## config.mk

```make
export PLATFORM = sky130hd
export DESIGN_NAME = oam_dma_controller
export DESIGN_NICKNAME = d
export VERILOG_FILES = /design/src/rtl/oam_dma_controller.sv
export SDC_FILE = /design/constraint.sdc
export NUM_CORES = 1
export LEC_CHECK = 0
export CORE_UTILIZATION = 39
export DETAILED_ROUTE_END_ITERATION = 12
export PLACE_DENSITY = 0.8
export SLEW_MARGIN = 20
export SYNTH_ARGS = -nofsm -noshare
export SYNTH_HDL_FRONTEND = slang
export SYNTH_SLANG_ARGS = --single-unit
export TNS_END_PERCENT = 30
```

## constraint.sdc

```tcl
create_clock -name CLK -period 1.3 [get_ports CLK]
set_input_delay 0.26 -clock CLK [delete_from_list [all_inputs] [get_ports CLK]]
set_output_delay 0.26 -clock CLK [all_outputs]
set_load 0.05 [all_outputs]
```

## src/rtl/oam_dma_controller.sv

```systemverilog
// Copies a 256-byte CPU page into PPU OAMDATA: a trigger write halts the CPU, then alternates
// a memory read and a PPU write per byte; outputs are registered, DONE pulses once after byte 255.
module oam_dma_controller #(
  parameter logic [15:0] TRIGGER_ADDR = 16'h4014,
  parameter logic [2:0]  OAMDATA_SEL  = 3'd4
) (
  input  logic        CLK,
  input  logic        RESET,
  input  logic [15:0] CPU_ADDR,
  input  logic [7:0]  CPU_DATA_IN,
  input  logic        CPU_wren,
  input  logic [7:0]  MEM_DATA_IN,
  output logic        CPU_HALT,
  output logic [15:0] DMA_ADDR,
  output logic        DMA_rden,
  output logic [2:0]  PPU_ADDR_OUT,
  output logic [7:0]  PPU_DATA_OUT,
  output logic        PPU_wren,
  output logic        BUSY,
  output logic        DONE
);

  typedef enum logic [2:0] {IDLE, WAIT_RD, DUMMY, ALIGN, READ, WRITE} state_t;

  state_t     state;
  logic [7:0] page;
  logic [7:0] cnt;
  logic [7:0] cnt_inc;
  logic       parity;
  logic       trigger;

  assign cnt_inc = cnt + 8'd1;
  assign trigger = CPU_wren && (CPU_ADDR == TRIGGER_ADDR);

  // Read data arrives one cycle after DMA_rden, i.e. exactly in the WRITE cycle.
  assign PPU_DATA_OUT = PPU_wren ? MEM_DATA_IN : 8'h00;

  // Outputs are set on the edge entering the state they belong to, so they are valid
  // for the whole of that state without any output decode.
  always_ff @(posedge CLK) begin
    if (RESET) begin
      state        <= IDLE;
      page         <= 8'h00;
      cnt          <= 8'h00;
      parity       <= 1'b0;
      CPU_HALT     <= 1'b0;
      BUSY         <= 1'b0;
      DONE         <= 1'b0;
      DMA_rden     <= 1'b0;
      DMA_ADDR     <= 16'h0000;
      PPU_wren     <= 1'b0;
      PPU_ADDR_OUT <= 3'd0;
    end else begin
      parity       <= ~parity;
      DONE         <= 1'b0;
      DMA_rden     <= 1'b0;
      DMA_ADDR     <= 16'h0000;
      PPU_wren     <= 1'b0;
      PPU_ADDR_OUT <= 3'd0;
      case (state)
        IDLE: begin
          if (trigger) begin
            page     <= CPU_DATA_IN;
            cnt      <= 8'h00;
            state    <= WAIT_RD;
            CPU_HALT <= 1'b1;
            BUSY     <= 1'b1;
          end
        end
        WAIT_RD: begin
          // The halt only takes effect once the CPU is on a read cycle.
          if (!CPU_wren) state <= DUMMY;
        end
        DUMMY: begin
          if (parity) begin
            state <= ALIGN;
          end else begin
            state    <= READ;
            DMA_rden <= 1'b1;
            DMA_ADDR <= {page, cnt};
          end
        end
        ALIGN: begin
          state    <= READ;
          DMA_rden <= 1'b1;
          DMA_ADDR <= {page, cnt};
        end
        READ: begin
          state        <= WRITE;
          PPU_wren     <= 1'b1;
          PPU_ADDR_OUT <= OAMDATA_SEL;
        end
        WRITE: begin
          cnt <= cnt_inc;
          if (cnt == 8'hFF) begin
            state    <= IDLE;
            DONE     <= 1'b1;
            CPU_HALT <= 1'b0;
            BUSY     <= 1'b0;
          end else begin
            state    <= READ;
            DMA_rden <= 1'b1;
            DMA_ADDR <= {page, cnt_inc};
          end
        end
        default: begin
          state    <= IDLE;
          CPU_HALT <= 1'b0;
          BUSY     <= 1'b0;
        end
      endcase
    end
  end

endmodule

```

* Yosys cells after proc, flatten, opt, wreduce, memory -nomap -nowiden
Cells that the tools add are included.
** Operators by class
- Reduce and logical (&&, ||, !) cells :: 9
- Equality and inequality tests :: 10
- Add/sub/neg operators :: 1
- Bitwise operators :: 3
- Mux-type cells :: 20
** Operator list (number)
- $pmux W16 S3 :: 1
- $mux W16 :: 2
- $pmux W3 S6 :: 1
- $eq A16 B15 Y1 const B :: 1
- $mux W8 :: 2
- $pmux W8 S2 :: 1
- $mux W3 :: 5
- $add A8 B1 Y8 const B :: 1
- $eq A8 B8 Y1 const B :: 1
- $eq A3 B2 Y1 const B :: 2
- $eq A3 B3 Y1 const B :: 2
- $mux W1 :: 6
- $ne A2 B2 Y1 const B :: 3
- $pmux W1 S3 :: 2
- $reduce_and A2 Y1 :: 3
- $reduce_or A4 Y1 :: 1
- $eq A3 B1 Y1 const B :: 1
- $logic_not A3 Y1 :: 1
- $not A1 Y1 :: 3
- $reduce_and A3 Y1 :: 1
- $reduce_bool A2 Y1 :: 1
- $reduce_or A2 Y1 :: 1
- $logic_and A1 B1 Y1 :: 1
** Storage, ports and cells
- Bits of input ports :: 35
- Word-level logic and storage cells :: 53
- Output and inout port bits :: 32
- Flip-flop bits (word level) :: 43

* Longest topological paths before layout
Gate-level depths: netlist (run 1).
- Depth after elaboration :: 4
- Gate-level depth with buffers :: 6
- Mapped depth without buffers :: 5

* Worst setup path before layout (run 1)
OpenSTA, ideal clock, no wires.
- Path kind :: register -> output
- Start :: reg, netlist name PPU_ADDR_OUT[2]
- End :: out PPU_DATA_OUT[0]
- Data required time :: 1.040 ns
- Buffers on the path :: 0
- Path slack :: -0.167 ns
- Data arrival time :: 1.207 ns
- Stages on the path, launching flop included :: 2
- Cell sequence :: dfxtp_1 -> and2_1
** RTL lines
- to (decl) :: RTL line 17 : output logic [7:0] PPU_DATA_OUT,

* Final worst setup path (run 1)
- Start :: in CPU_ADDR[12]
- End :: reg page[4]
** On the way
- Longest elaborated chain between the ends :: 3
** RTL lines
- from (decl) :: RTL line 9 : input logic [15:0] CPU_ADDR,
- $eq A16 B15 Y1 :: RTL line 33 : assign trigger = CPU_wren && (CPU_ADDR == TRIGGER_ADDR);
- $logic_and A1 B1 Y1 :: RTL line 33
- $reduce_and A2 Y1 (no source line)
- to (signal assigned) :: RTL line 43 : page <= 8'h00;
- to (signal assigned) :: RTL line 63 : page <= CPU_DATA_IN;
- to (decl) :: RTL line 26 : logic [7:0] page;
No other way between the ends.
A chain may end at the register's enable or synchronous reset.

==> results.yml, run 1 <==
status:
  status: "complete, but fails checks"
  violations: "setup timing"
clock_network:
  cts.path.max_buffers: 2
  clock_latency_ns: 0.31
  cts_buffers: 5
  cts_tree: "done"
  htreeDepth: 2
  clk_pin_slew_ns: 0.09
  cts_sinks: 40
  ctsHoldBuffers: 0
  ctsRootBufferMaster: "clkbuf_8"
floorplanning:
  rows: 24
  die_w_um: 69.7
  ioPinCount: 67
  die_h_um: 69.7
  coreArea_um2: 4380
  start_util_pct: 40.7
  die_area_um2: 4850
route:
  drt-pass1-iter-count: 4
  drt-initial-drc-count: 113
  wl_per_cell_um: 17.8
  viasPerCell: 5.74
  detail_route.wirelength_mm: 6.32
  ant_nets: 0
  remaining_drc_errors: 0
  vias: 2037
worst_setup_path:
  reg2reg_slack_ns: -0.14
  reg2reg_from: "cnt[1]$_SDFFE_PP0P_"
  critPathLaunch: "CPU_ADDR[12]"
  crit_end: "page[4]$_SDFFE_PP0P_"
  cp_cell_sequence: "clkdlybuf4s50_1 > nor4_2 > and3_4 > buf_6 > nand4_1 > a21oi_2"
  crit_required_ns: 1.54
  worstSetupEndpointType: "flip-flop"
  cp_max_fo: 5
  slowest_delay_ns: 0.41
  crit_path_start_kind: "input port"
  path_depth: 6
  worst-path-buf-inv: 2
  path_delay_family: "simple AND/OR/NAND/NOR gates"
  worstPathArrival_ns: 1.70
  r2r-end: "DMA_ADDR[13]$_SDFF_PP0_"
  crit_type: "in -> reg"
  r2r_cells: 6
  cp_slowest_cell: "clkdlybuf4s50_1"
logic_synthesis:
  synth_area_um2: 1790
  ys_ff_latch: 40
  synth_edf_count: 0
  post-synth-top-count-cell: "dfxtp_1"
  async_flop_share_pct: 0
  synth.avg_cell_area_um2: 8.84
  yosysSeqAreaShare_pct: 44.8
  synth-main-ff-cell: "dfxtp_1"
  netlist_top_cells_count: "dfxtp_1 (40), a21oi_1 (16), and2_1 (16)"
  netlist_instances: 202
  synth_top_cells_by_area: "dfxtp_1 (45%), and2_1 (5.6%), a21oi_1 (4.5%)"
  synth_area_leader_cell: "dfxtp_1"
  synth_cell_type_count: 40
  yosysWarnings: 0
  yosys.area.top_type_share_pct: 44.8
pwr:
  switching_share_pct: 23.4
  clkPwrFrac_pct: 37.4
  p_seq_share_pct: 55.2
  power.switching_w: 0.000519
  leakage_nw: 1.33
  p_comb_share_pct: 7.3
  p_int_w: 0.00170
  powerDensity_nw_per_um2: 648
  ir_worst_vdd_mv: 0.547
  p_total_w: 0.00221
timing:
  finalMaxSlewViolations: 0
  timing.fmax_mhz: 686
  tns_ns: -2.66
  fin_crit_ns: 1.46
  fin_crit_sh_pct: 112
  skew_ns: 0.0131
  fin_hold_ws_ns: 0.454
  worst_slack_ns: -0.157
  hold_violations: 0
  setup_violations: 32
  rsz0062_at_grt: "true"
finish:
  multiInputGateArea_um2: 1090
  seq_area_um2: 816
  nets: 338
  fillers: 247
  layout.cells.non_filler: 355
  n_antenna_cell: 0
  drive_gt1_share_pct: 45.9
  design_area_um2: 3420
  area_delta_synth_final_pct: 91.3
place:
  dpl_cell_area_um2: 2970
  routabilityCongestion: 0.952
  dp.cells: 335
  port_buffers: 64
  dp_hpwl_mm: 3.69
global_route:
  antenna_found_initial: 0
  grt_max_degree: 20
  overflow: 0
  grt_usage_pct: 24.9
  grt_pass1_wl_mm: 9.50
  grt_pass1_vias: 2014
hold_path:
  hp-class: "reg -> reg"
job:
  max_cap_violations: 0
-- metrics by stage --
stage / setup slack, ns / util [%]
final: -0.157 / 77.9
after global routing: -0.206 / 77.9
after CTS: -0.0673 / 74.6
after detailed placement: -0.439 / 67.8
after global placement: -0.392 / 67.8
after floorplan: -0.0536 / -
-- state kept, by name, summed over array words and instances (netlist names) --
| signal | cells |
|---|---|
| BUSY | 1 |
| DMA_ADDR | 16 |
| DMA_rden | 1 |
| DONE | 1 |
| PPU_ADDR_OUT | 1 |
| cnt | 8 |
| page | 8 |
| parity | 1 |
| state | 3 |
-- worst min-delay path by stage --
| stage | startpoint | end | depth (start not counted) |
|---|---|---|---|
| 2_1_floorplan | parity$_SDFF_PP0_ | parity$_SDFF_PP0_ | 1 |
| 3_3_place_gp | parity$_SDFF_PP0_ | parity$_SDFF_PP0_ | 1 |
| 3_5_place_dp | page[1]$_SDFFE_PP0P_ | DMA_ADDR[9]$_SDFF_PP0_ | 1 |
| 4_1_cts | parity$_SDFF_PP0_ | parity$_SDFF_PP0_ | 1 |
| 5_1_grt | parity$_SDFF_PP0_ | parity$_SDFF_PP0_ | 1 |
| 6_report | parity$_SDFF_PP0_ | parity$_SDFF_PP0_ | 1 |
-- kinds of logic after synthesis --
group | share of synthesized area [%]
buffers and inverters | 5.96
multiplexers | 0.561
other | 0.210
AO/OA/AOI/OAI | 19.3
XOR/XNOR | 0.491
AND/OR/NAND/NOR | 28.0
flip-flops | 44.8
adder cells (fa/ha/maj) | 0.701
-- worst register-to-register path: stages (launching register included) --
cell     delay [ns]
dfxtp_2        0.34
ha_4           0.17
and3_4         0.18
a21o_4         0.23
a21oi_4        0.19
buf_6          0.15
and2_4         0.13
-- timing repair --
action	in CTS	in global routing
setup buffers	7	2
gates cloned	1	2
pin swaps	19	15
endpoints found under the setup margin	42	44
gates resized for setup	44	43
-- power groups by stage --
stage,clock (W),combinational (W),sequential [W]
final,0.000829,0.000163,0.00122
after global routing,0.000883,0.000170,0.00122
after detailed placement,0,0.000148,0.00126
after floorplan,0,0.0000393,0.00126
after global placement,0,0.000145,0.00126
after CTS,0.000833,0.000151,0.00123
-- placed cells by master, fill, tap and decap left out, types with 3 or more instances in the layout --
cell             instances
dfxtp_2                  6
nand3_1                  5
and3_4                   4
clkbuf_8                 5
dfxtp_1                 32
dlygate4sd2_1            3
o211ai_1                 9
buf_12                  30
nand2b_1                 3
nand2_1                 11
o21ai_0                 10
and2_4                  15
buf_4                   32
a21oi_1                 13
nand3b_1                 3
clkdlybuf4s50_1         25
dlymetal6s2s_1           6
o21ai_1                  3
buf_6                   15
a31oi_1                  8
nor2_1                   9
nand4_1                  9
-- layout make-up --
cell class | instances | area share [%]
multi-input cells | 144 | 31.8
clock buffers | 5 | 2.01
clock inverters | 3 | 0.549
well taps | 52 | 1.90
flip-flops and latches | 40 | 23.9
repair buffers | 111 | 39.9
-- routing by layer --
metal	part of all wire, %	track usage [%]	vias up
met1	39	29.4	948
met3	7.2	5.52	22
met2	51	42.8	139
li1	-	-	928
met5	0	0	-
met4	2.8	11.8	0
Note: power is estimated with default switching activity, not from simulation.
==> run 2: changes to the inputs <==
--- a/config.mk
+++ b/config.mk
@@ -7,6 +7,7 @@
 export LEC_CHECK = 0
 export CORE_UTILIZATION = 39
 export DETAILED_ROUTE_END_ITERATION = 12
+export GPL_TIMING_DRIVEN = 0
 export PLACE_DENSITY = 0.8
 export SLEW_MARGIN = 20
 export SYNTH_ARGS = -nofsm -noshare
==> results.yml, run 2 (synthesis results as in run 1) <==
status:
  status: "complete, but fails checks"
  violations: "setup timing"
finish:
  layout.cells.non_filler: 339
  drive_gt1_share_pct: 39.7
  nets: 322
  area_delta_synth_final_pct: 67.3
  design_area_um2: 2990
  seq_area_um2: 833
  registers.top_by_ff_count: "DMA_ADDR"
  multiInputGateArea_um2: 1090
  final_cell_mix: "dfxtp_1 (30), buf_4 (21), clkdlybuf4s50_1 (19), clkdlybuf4s15_2 (17), a21oi_1 (13)"
  reg_top3: "DMA_ADDR: 16 flops, cnt: 8 flops, page: 8 flops"
  n_antenna_cell: 0
  largest_reg_flops: 16
  final_common_cell: "dfxtp_1"
  fillers: 322
worst_setup_path:
  crit_type: "reg -> reg"
  worstPathArrival_ns: 1.63
  worstSetupEndpointType: "flip-flop"
  r2r_cells: 5
  crit_required_ns: 1.55
  cp_max_fo: 5
  crit_path_start_kind: "flip-flop"
timing:
  worst_slack_ns: -0.0764
  timing.fmax_mhz: 727
  rsz0062_at_grt: "true"
  finalMaxSlewViolations: 0
  hold_violations: 0
  fin_crit_ns: 1.38
  fin_crit_sh_pct: 106
  setup_violations: 18
  tns_ns: -0.650
  skew_ns: 0.00534
  fin_hold_ws_ns: 0.329
global_route:
  grt_pass1_vias: 1791
  grtUsageMet2_pct: 35.1
  grt_pass1_wl_mm: 8.31
  grt_max_degree: 14
  grt_busiest_layer: "met2"
  met3_usage_pct: 5.09
  overflow: 0
  grt_util_met1_pct: 26.5
  grt_usage_pct: 21.3
  antenna_found_initial: 0
place:
  port_buffers: 63
  dp.cells: 318
  pre_cts_slack_ns: -0.742
  routabilityCongestion: 0.803
  dpl_cell_area_um2: 2500
  dp_hpwl_mm: 3.05
clock_network:
  cts_sinks: 40
  clk_pin_slew_ns: 0.08
  ctsHoldBuffers: 0
  cts_buffers: 5
  cts.path.max_buffers: 2
  cts_tree: "done"
  ctsRootBufferMaster: "clkbuf_8"
  htreeDepth: 2
  clock_latency_ns: 0.30
route:
  detail_route.wirelength_mm: 5.16
  drt-initial-drc-count: 118
  viasPerCell: 5.62
  wl_per_cell_um: 15.2
  vias: 1905
  drt-pass1-iter-count: 4
  ant_nets: 0
  remaining_drc_errors: 0
floorplanning:
  die_area_um2: 4850
  ioPinCount: 67
  rows: 24
  coreArea_um2: 4380
  die_h_um: 69.7
  start_util_pct: 40.7
  die_w_um: 69.7
pwr:
  ir_worst_vdd_mv: 0.401
  powerDensity_nw_per_um2: 755
  leakage_nw: 1.14
hold_path:
  hp-class: "in -> reg"
  min_path_cells: 2
job:
  max_cap_violations: 0
run 2: cell types whose count changed in the layout (fill, tap and decap cells not counted), sizes merged, moves of 2 or more:
| cell | before | now |
|---|---|---|
| clkdlybuf4s15 | 0 | 17 |
| clkinv | 3 | 0 |
| clkinvlp | 0 | 2 |
| clkbuf | 5 | 13 |
| dlymetal6s2s | 6 | 9 |
| buf | 77 | 35 |
| dlygate4sd2 | 3 | 5 |
| clkdlybuf4s50 | 25 | 19 |
run 2: critical path: stages, from the launching register on:
cell and delay [ns]:
dfxtp_4 0.37, ha_4 0.18, and3_4 0.18, a21o_4 0.23
a21oi_4 0.19, and2_4 0.17
run 2: cell type report:
cell class                      count  share of cell area [%]
Multi-Input combinational cell    147                    36.6
Sequential cell                    40                    27.9
Timing Repair Buffer               79                    26.4
Buffer                             13                    3.69
Clock buffer                        6                    2.76
Tap cell                           52                    2.18
Clock inverter                      2                   0.503
run 2: path summary, 6_finish.rpt:
path                                      startpoint                 endpoint  slack (ns)
worst max-delay path             cnt[0]$_SDFFE_PP0P_  DMA_ADDR[13]$_SDFF_PP0_       -0.08
worst min register to register  page[0]$_SDFFE_PP0P_   DMA_ADDR[8]$_SDFF_PP0_        0.46
worst min-delay path                           RESET      cnt[2]$_SDFFE_PP0P_        0.33
worst max register to register   cnt[0]$_SDFFE_PP0P_  DMA_ADDR[13]$_SDFF_PP0_       -0.08
run 2: routing by layer:
| layer | up-vias | part of all wire (%) |
|---|---|---|
| li1 | 908 | - |
| met1 | 875 | 40 |
| met4 | 0 | 2.1 |
| met3 | 14 | 8.5 |
| met5 | - | 0 |
| met2 | 108 | 50 |
run 2: power breakdown:
part | internal [W] | switching [W]
clock | 0.000429 | 0.000453
combinational | 0.0000969 | 0.0000648
sequential | 0.00121 | 0.00000160
run 2: repair_timing:
item,CTS,global route
buffers inserted,9,6
pin swaps,18,28
gates resized for setup,175,51
cloned,3,1
endpoints found under the setup margin,66,46
run 2: stage by stage:
stage                     utilization [%]  power, W
after floorplan                         -   0.00130
after global placement               57.1   0.00140
after detailed placement             57.1   0.00140
after CTS                            64.5   0.00228
after global routing                 68.1   0.00234
final                                68.1   0.00225
